[config.mk]
export PLATFORM = sky130hd
export DESIGN_NAME = fft_frame_ctrl
export DESIGN_NICKNAME = d
export VERILOG_FILES = /design/src/rtl/fft_frame_ctrl.sv
export SDC_FILE = /design/constraint.sdc
export NUM_CORES = 1
export LEC_CHECK = 0
export CORE_MARGIN = 2
export CORE_UTILIZATION = 42
export DETAILED_ROUTE_END_ITERATION = 16
export PLACE_DENSITY = 0.87
export SLEW_MARGIN = 10
export SYNTH_ARGS = -nofsm -noshare
export SYNTH_HDL_FRONTEND = slang
export SYNTH_SLANG_ARGS = --single-unit
[constraint.sdc]
create_clock -name clk -period 4.6 [get_ports clk]
set_input_delay 0.69 -clock clk [delete_from_list [all_inputs] [get_ports clk]]
set_output_delay 0.69 -clock clk [all_outputs]
set_load 0.05 [all_outputs]
[src/rtl/fft_frame_ctrl.sv]
// ----------------------------------------------------------------------------
// fft_frame_ctrl
//
// Framing and run-time configuration controller for a streaming xfft core in
// the audio analysis path. Real samples are forwarded to the core as
// {zero imag, real}. The controller counts accepted samples to generate the
// input tlast and counts accepted output beats to generate the bin index and
// the output last flag. Length/direction changes take effect only at a frame
// boundary once every frame already in the core has drained. The controller
// also counts framing errors, and that count saturates.
//
// Ports
//   clk, reset                       clock, synchronous active-high reset
//   cfg_log2n, cfg_inverse           requested length exponent / direction
//   din_*                            real sample stream from the audio side
//   core_s_*                         core data-in channel (AXIS master)
//   core_cfg_*                       core config channel (AXIS master)
//   core_m_*                         core data-out channel (AXIS slave)
//   core_ev_err                      core tlast_unexpected | tlast_missing
//   dout_*                           output bins to downstream, with index
//   frame_count                      completed input frames (wraps)
//   err_count                        framing errors (saturating)
//   busy                             high whenever not streaming (state != RUN)
// ----------------------------------------------------------------------------
module fft_frame_ctrl #(
    parameter int                    DATA_W    = 24,
    parameter int                    MAX_LOG2N = 10,
    parameter logic [MAX_LOG2N-1:0]  SCALE_SCH = 10'b1010101011,
    parameter int                    ERR_W     = 8
) (
    input  logic                    clk,
    input  logic                    reset,
    input  logic [3:0]              cfg_log2n,
    input  logic                    cfg_inverse,
    input  logic [DATA_W-1:0]       din_data,
    input  logic                    din_valid,
    output logic                    din_ready,
    output logic [2*DATA_W-1:0]     core_s_tdata,
    output logic                    core_s_tvalid,
    input  logic                    core_s_tready,
    output logic                    core_s_tlast,
    output logic [23:0]             core_cfg_tdata,
    output logic                    core_cfg_tvalid,
    input  logic                    core_cfg_tready,
    input  logic [2*DATA_W-1:0]     core_m_tdata,
    input  logic                    core_m_tvalid,
    input  logic                    core_m_tlast,
    output logic                    core_m_tready,
    input  logic                    core_ev_err,
    output logic [2*DATA_W-1:0]     dout_data,
    output logic                    dout_valid,
    input  logic                    dout_ready,
    output logic                    dout_last,
    output logic [MAX_LOG2N-1:0]    dout_bin,
    output logic [15:0]             frame_count,
    output logic [ERR_W-1:0]        err_count,
    output logic                    busy
);

    localparam logic [1:0] S_LOAD  = 2'd0;
    localparam logic [1:0] S_SEND  = 2'd1;
    localparam logic [1:0] S_RUN   = 2'd2;
    localparam logic [1:0] S_DRAIN = 2'd3;

    localparam logic [3:0]           LOG2N_MIN = 4'd3;
    localparam logic [3:0]           LOG2N_MAX = 4'(MAX_LOG2N);
    localparam logic [MAX_LOG2N-1:0] CNT_ONE   = {{(MAX_LOG2N-1){1'b0}}, 1'b1};
    localparam logic [ERR_W-1:0]     ERR_ONE   = {{(ERR_W-1){1'b0}}, 1'b1};
    localparam logic [3:0]           FLT_ONE   = 4'd1;

    logic [1:0]            r_state;
    logic [3:0]            r_act_log2n;
    logic                  r_act_inv;
    logic                  r_cfg_valid;
    logic [MAX_LOG2N-1:0]  r_in_cnt;
    logic [MAX_LOG2N-1:0]  r_out_cnt;
    logic [3:0]            r_in_flight;
    logic [15:0]           r_frame_count;
    logic [ERR_W-1:0]      r_err_count;

    logic                  w_run;
    logic [3:0]            w_clamp;
    logic                  w_change;
    logic [MAX_LOG2N-1:0]  w_nm1;
    logic                  w_in_hs;
    logic                  w_in_last;
    logic                  w_out_hs;
    logic                  w_out_last;
    logic                  w_mismatch;
    logic                  w_err_evt;
    logic [23:0]           w_cfg_tdata;

    // Clamp the requested exponent into the range the core supports.
    always_comb begin
        w_clamp = cfg_log2n;
        if (cfg_log2n < LOG2N_MIN)
            w_clamp = LOG2N_MIN;
        else if (cfg_log2n > LOG2N_MAX)
            w_clamp = LOG2N_MAX;
    end

    // N-1 as a mask of act_log2n ones; shifting an all-ones word keeps it
    // MAX_LOG2N bits wide even for the full-length case.
    assign w_nm1 = ~({MAX_LOG2N{1'b1}} << r_act_log2n);

    assign w_run      = (r_state == S_RUN);
    assign w_change   = (w_clamp != r_act_log2n) || (cfg_inverse != r_act_inv);
    assign w_in_hs    = w_run && din_valid && core_s_tready;
    assign w_in_last  = (r_in_cnt == w_nm1);
    assign w_out_hs   = core_m_tvalid && dout_ready;
    assign w_out_last = (r_out_cnt == w_nm1);
    assign w_mismatch = w_out_hs && (core_m_tlast != w_out_last);
    assign w_err_evt  = w_mismatch || core_ev_err;

    always_comb begin
        w_cfg_tdata                  = '0;
        w_cfg_tdata[4:0]             = {1'b0, r_act_log2n};
        w_cfg_tdata[8]               = ~r_act_inv;
        w_cfg_tdata[8+MAX_LOG2N:9]   = SCALE_SCH;
    end

    // Frame/config state machine.
    always_ff @(posedge clk) begin
        if (reset) begin
            r_state     <= S_LOAD;
            r_act_log2n <= LOG2N_MAX;
            r_act_inv   <= 1'b0;
            r_cfg_valid <= 1'b0;
        end else begin
            case (r_state)
                S_LOAD: begin
                    r_act_log2n <= w_clamp;
                    r_act_inv   <= cfg_inverse;
                    r_cfg_valid <= 1'b1;
                    r_state     <= S_SEND;
                end
                S_SEND: begin
                    if (core_cfg_tready) begin
                        r_cfg_valid <= 1'b0;
                        r_state     <= S_RUN;
                    end
                end
                S_RUN: begin
                    // Only a clean boundary (nothing accepted this cycle)
                    // may start a reconfiguration.
                    if ((r_in_cnt == '0) && !w_in_hs && w_change)
                        r_state <= S_DRAIN;
                end
                default: begin
                    if (r_in_flight == '0)
                        r_state <= S_LOAD;
                end
            endcase
        end
    end

    // Input sample counter and completed-frame counter.
    always_ff @(posedge clk) begin
        if (reset) begin
            r_in_cnt      <= '0;
            r_frame_count <= '0;
        end else if (w_in_hs) begin
            if (w_in_last) begin
                r_in_cnt      <= '0;
                r_frame_count <= r_frame_count + 16'd1;
            end else begin
                r_in_cnt <= r_in_cnt + CNT_ONE;
            end
        end
    end

    // Frames inside the core: entered on input last, left on output last.
    always_ff @(posedge clk) begin
        if (reset) begin
            r_in_flight <= '0;
        end else begin
            case ({w_in_hs && w_in_last, w_out_hs && w_out_last})
                2'b10:   r_in_flight <= r_in_flight + FLT_ONE;
                2'b01:   if (r_in_flight != '0) r_in_flight <= r_in_flight - FLT_ONE;
                default: r_in_flight <= r_in_flight;
            endcase
        end
    end

    // Output bin counter; a last-flag disagreement with the core realigns
    // the count to the core's framing.
    always_ff @(posedge clk) begin
        if (reset) begin
            r_out_cnt <= '0;
        end else if (w_out_hs) begin
            if (w_mismatch || w_out_last)
                r_out_cnt <= '0;
            else
                r_out_cnt <= r_out_cnt + CNT_ONE;
        end
    end

    always_ff @(posedge clk) begin
        if (reset)
            r_err_count <= '0;
        else if (w_err_evt && (r_err_count != '1))
            r_err_count <= r_err_count + ERR_ONE;
    end

    assign din_ready       = w_run && core_s_tready;
    assign core_s_tvalid   = w_run && din_valid;
    assign core_s_tdata    = {{DATA_W{1'b0}}, din_data};
    assign core_s_tlast    = w_in_last;
    assign core_cfg_tdata  = w_cfg_tdata;
    assign core_cfg_tvalid = r_cfg_valid;
    assign core_m_tready   = dout_ready;
    assign dout_data       = core_m_tdata;
    assign dout_valid      = core_m_tvalid;
    assign dout_last       = w_out_last;
    assign dout_bin        = r_out_cnt;
    assign frame_count     = r_frame_count;
    assign err_count       = r_err_count;
    assign busy            = !w_run;

endmodule

==> flow_metrics.env <==
export IMPL_critPathMaxStageDelay_ns=0.90
export IMPL_htree_num_levels=2
export IMPL_wl_met2_um=4300
export IMPL_timing_critical_path_slowest_stage_cell="sky130_fd_sc_hd__clkdlybuf4s50_1"
export IMPL_net_switching_fraction_of_the_power_pct=41.8
export IMPL_fin_nets=608
export IMPL_grt_max_degree=29
export IMPL_cellLeakagePower_uw=0.00172
export IMPL_synthesis_area_mm2=0.00442
export IMPL_ff_latch_area_mm2=0.00112
export IMPL_seq_area_frac_synth_pct=25.3
export IMPL_drt_pass1_iterations=4
export IMPL_seq_power_share_pct=42.5
export IMPL_die_h_um=107
export IMPL_crit_fanout=27
export IMPL_yosysWarningCount=0
export IMPL_std_cell_rows=37
export IMPL_post_synth_inst_count=542
export IMPL_vdd_drop_max_uv=217
export IMPL_status="completed"
export IMPL_met3_wirelength_um=626
export IMPL_drtIter0Drc=230
export IMPL_placed_cells_incl_taps=639
export IMPL_register_bit_count_reported_by_yosys=56
export IMPL_most_frequent_standard_cell_in_the_layout_excluding_fill_and_tap_cells="sky130_fd_sc_hd__clkdlybuf4s50_1"
export IMPL_synth_enable_flop_cells=0
export IMPL_route_detailed_wl_per_inst_um=13.9
export IMPL_hold_class="reg2reg"
export IMPL_highest_signal_layer="met4"
export IMPL_maxSlewViolCount=0
export IMPL_ys_types=71
export IMPL_num_fill_cells=1032
export IMPL_endpoint_kind="output port"
export IMPL_critical_path_required_ns=3.91
export IMPL_combPwrFrac_pct=36.0
export IMPL_internal_power_uw=802
export IMPL_num_vias=3444
export IMPL_proportion_of_netlist_area_held_by_the_largest_area_contributor_pct=25.3
export IMPL_grt_total_usage_pct=16.0
export IMPL_netSwitchingPower_uw=577
export IMPL_fmaxAchievable_ghz=0.248
export IMPL_timing_critical_path_cells="nor2_1 -> mux2i_1 -> a21oi_1 -> nor4_1 -> clkdlybuf4s50_1"
export IMPL_post_cts_setup_buffer_count=0
export IMPL_placeableCoreArea_mm2=0.0103
export IMPL_portbufs=60
export IMPL_vias_per_cell=5.32
export IMPL_post_synth_main_area_contributors="sky130_fd_sc_hd__dfxtp_1 25%, sky130_fd_sc_hd__buf_4 20%, sky130_fd_sc_hd__xor2_1 5.9%"
export IMPL_synth_async_reset_ratio_pct=0
export IMPL_final_period_minus_worst_setup_slack_ns=4.03
export IMPL_grt_pass1_vias=3271
export IMPL_cts_buffers_inserted=5
export IMPL_total_area_of_multi_input_combinational_cells_mm2=0.00238
export IMPL_timing_slew_headroom_pct=36.6
export IMPL_global_route_wire_length_before_repair_um=15200
export IMPL_cap_viol_max_count=0
export IMPL_drive_gt1_share_pct=4.89
export IMPL_antenna_violations_before_repair=0
export IMPL_timing_critical_path_buf_inv=1
export IMPL_final_period_utilization_pct=87.6
export IMPL_timing_hold_ws_ns=0.516
export IMPL_p_clk_share_pct=21.5
export IMPL_ctsRootBufferMaster="sky130_fd_sc_hd__clkbuf_8"
export IMPL_cts_clk_slew_worst_paths_ns=0.11
export IMPL_hold_viol_final=0
export IMPL_tritoncts="done"
export IMPL_floorplan_die_width_um=107
export IMPL_cts_num_sinks=56
export IMPL_fin_setup_tns_ns=0
export IMPL_critical_path_top_delay_family="buffers and inverters"
export IMPL_synth_top_cell_by_area="sky130_fd_sc_hd__dfxtp_1"
export IMPL_layoutNonFillerInstCount=647
export IMPL_timing_setup_critical_path_class="reg2out"
export IMPL_critical_path_startpoint_type="flop"
export IMPL_route_detailed_drc=0
export IMPL_n_antenna_cell=0
export IMPL_grt_ovfl_total=0
export IMPL_p_r_area_growth_vs_syn_pct=0.396
export IMPL_top_level_ports=248
export IMPL_finClkSkew_ns=0.0146
export IMPL_met1_length_um=3970
export IMPL_most_common_layout_cells="60 x sky130_fd_sc_hd__clkdlybuf4s50_1, 57 x sky130_fd_sc_hd__nor2_1, 56 x sky130_fd_sc_hd__dfxtp_1"
export IMPL_setup_repair_after_global_routing_missed_its_margin="false"
export IMPL_fp_dieArea_mm2=0.0114
export IMPL_remaining_number_of_nets_flagged_by_the_antenna_check_after_routing=0
export IMPL_worst_ep_arrival_time_ns=3.34
export IMPL_p_per_area_mw_per_mm2=311
export IMPL_ys_dominant_reg_cell="sky130_fd_sc_hd__dfxtp_1"
export IMPL_cts_hold_repair_buffers=0
export IMPL_worst_slew_pin_slew_ns=0.950
export IMPL_starting_density_of_the_core_pct=43.0
export IMPL_setup_violations=0
export IMPL_cts_resized_gates=0
export IMPL_half_perimeter_wire_length_after_placement_um=6710
export IMPL_drt_total_wl_um=9020
export IMPL_place_gp_congestion=0.911
export IMPL_clockBufferDepth=2
export IMPL_syn_area_per_cell_um2=8.16
export IMPL_clock_insertion_delay_worst_skew_ns=0.32
==> synth_stat cells (3+ instances only) <==
cell type                  count
sky130_fd_sc_hd__o211ai_1      5
sky130_fd_sc_hd__xnor2_1      12
sky130_fd_sc_hd__nor4_1        8
sky130_fd_sc_hd__buf_2         6
sky130_fd_sc_hd__xor2_1       30
sky130_fd_sc_hd__o41ai_1       3
sky130_fd_sc_hd__ha_1         11
sky130_fd_sc_hd__nor2b_1       5
sky130_fd_sc_hd__nand4b_1      3
sky130_fd_sc_hd__nand2b_1      7
sky130_fd_sc_hd__inv_1        14
sky130_fd_sc_hd__buf_4       119
sky130_fd_sc_hd__a211oi_1      5
sky130_fd_sc_hd__dfxtp_1      56
sky130_fd_sc_hd__o21ai_0      11
sky130_fd_sc_hd__or3_1        10
sky130_fd_sc_hd__or2_2         3
sky130_fd_sc_hd__a21oi_1      14
sky130_fd_sc_hd__nand2_1      29
sky130_fd_sc_hd__o211a_1       3
sky130_fd_sc_hd__clkbuf_1     12
sky130_fd_sc_hd__nand3_1      16
sky130_fd_sc_hd__and3_1       10
sky130_fd_sc_hd__and2_1       10
sky130_fd_sc_hd__nand4_1      18
sky130_fd_sc_hd__nor2_1       57
sky130_fd_sc_hd__mux2i_1       7
sky130_fd_sc_hd__nor3_1        4
sky130_fd_sc_hd__o21a_1        3
==> sequential cells by signal (all words and copies together), names as in the netlist <==
signal,count
r_act_inv,1
core_cfg_tvalid,1
dout_bin,10
r_in_cnt,10
err_count,8
r_in_flight,4
frame_count,16
r_act_log2n,4
r_state,2
==> per-stage QoR <==
stage | total power, uW | cell area, um^2 | worst slack [ns] | utilization (%)
after floorplan | 1180 | 4580 | 0.775 | -
after global placement | 1070 | 4340 | 1.03 | 42.3
after detailed placement | 1090 | 4340 | 0.922 | 42.3
after CTS | 1390 | 4440 | 0.591 | 43.2
after global routing | 1460 | 4440 | 0.347 | 43.2
final | 1380 | 4440 | 0.571 | 43.2
==> path summary, 6_finish.rpt <==
path                       start              to  slack, ns  cells past startpoint
setup / recovery  r_act_log2n[2]       dout_last       0.57                      5
hold reg to reg     err_count[5]    err_count[5]       0.52                      2
setup reg to reg  r_act_log2n[3]  r_in_flight[3]       0.86                     14
hold / removal      err_count[5]    err_count[5]       0.52                      2
==> cell type report <==
cell class / instances / area share, %
multi-input cells: 370 / 53.6
flip-flops and latches: 56 / 25.2
repair buffers: 62 / 13.9
well taps: 136 / 3.83
clock buffers: 6 / 1.86
inverters: 15 / 1.27
clock inverters: 2 / 0.310
==> tightest hold or removal path, delay by kind of cell (launching register included) <==
| kind | cells | cell delay, ns |
|---|---|---|
| DFF | 1 | 0.34 |
| AOI/OAI and AO/OA | 2 | 0.14 |
==> power groups by stage <==
stage	combinational (uW)	sequential [uW]	clock [uW]
after floorplan	581	602	0
after global placement	478	591	0
after detailed placement	495	596	0
after CTS	496	585	306
after global routing	537	597	328
final	497	586	296
==> cell families after synthesis <==
family	Yosys count	share of synthesized area [%]
and+or+nand+nor	196	24.3
buffers and inverters	157	24.3
AOI/OAI and AO/OA	69	11.9
DFF	56	25.3
xor gates and xnor gates	42	8.32
adders and majority gates	12	3.56
muxes	8	2.09
other	2	0.170
==> per-layer routing <==
| metal | vias to the layer above | GRT usage [%] |
|---|---|---|
| li1 | 1639 | - |
| met1 | 1635 | 20.3 |
| met3 | 23 | 4.01 |
| met5 | - | 0 |
| met4 | 0 | 5.29 |
| met2 | 147 | 26.4 |
Power figures use the tool's default switching activity.
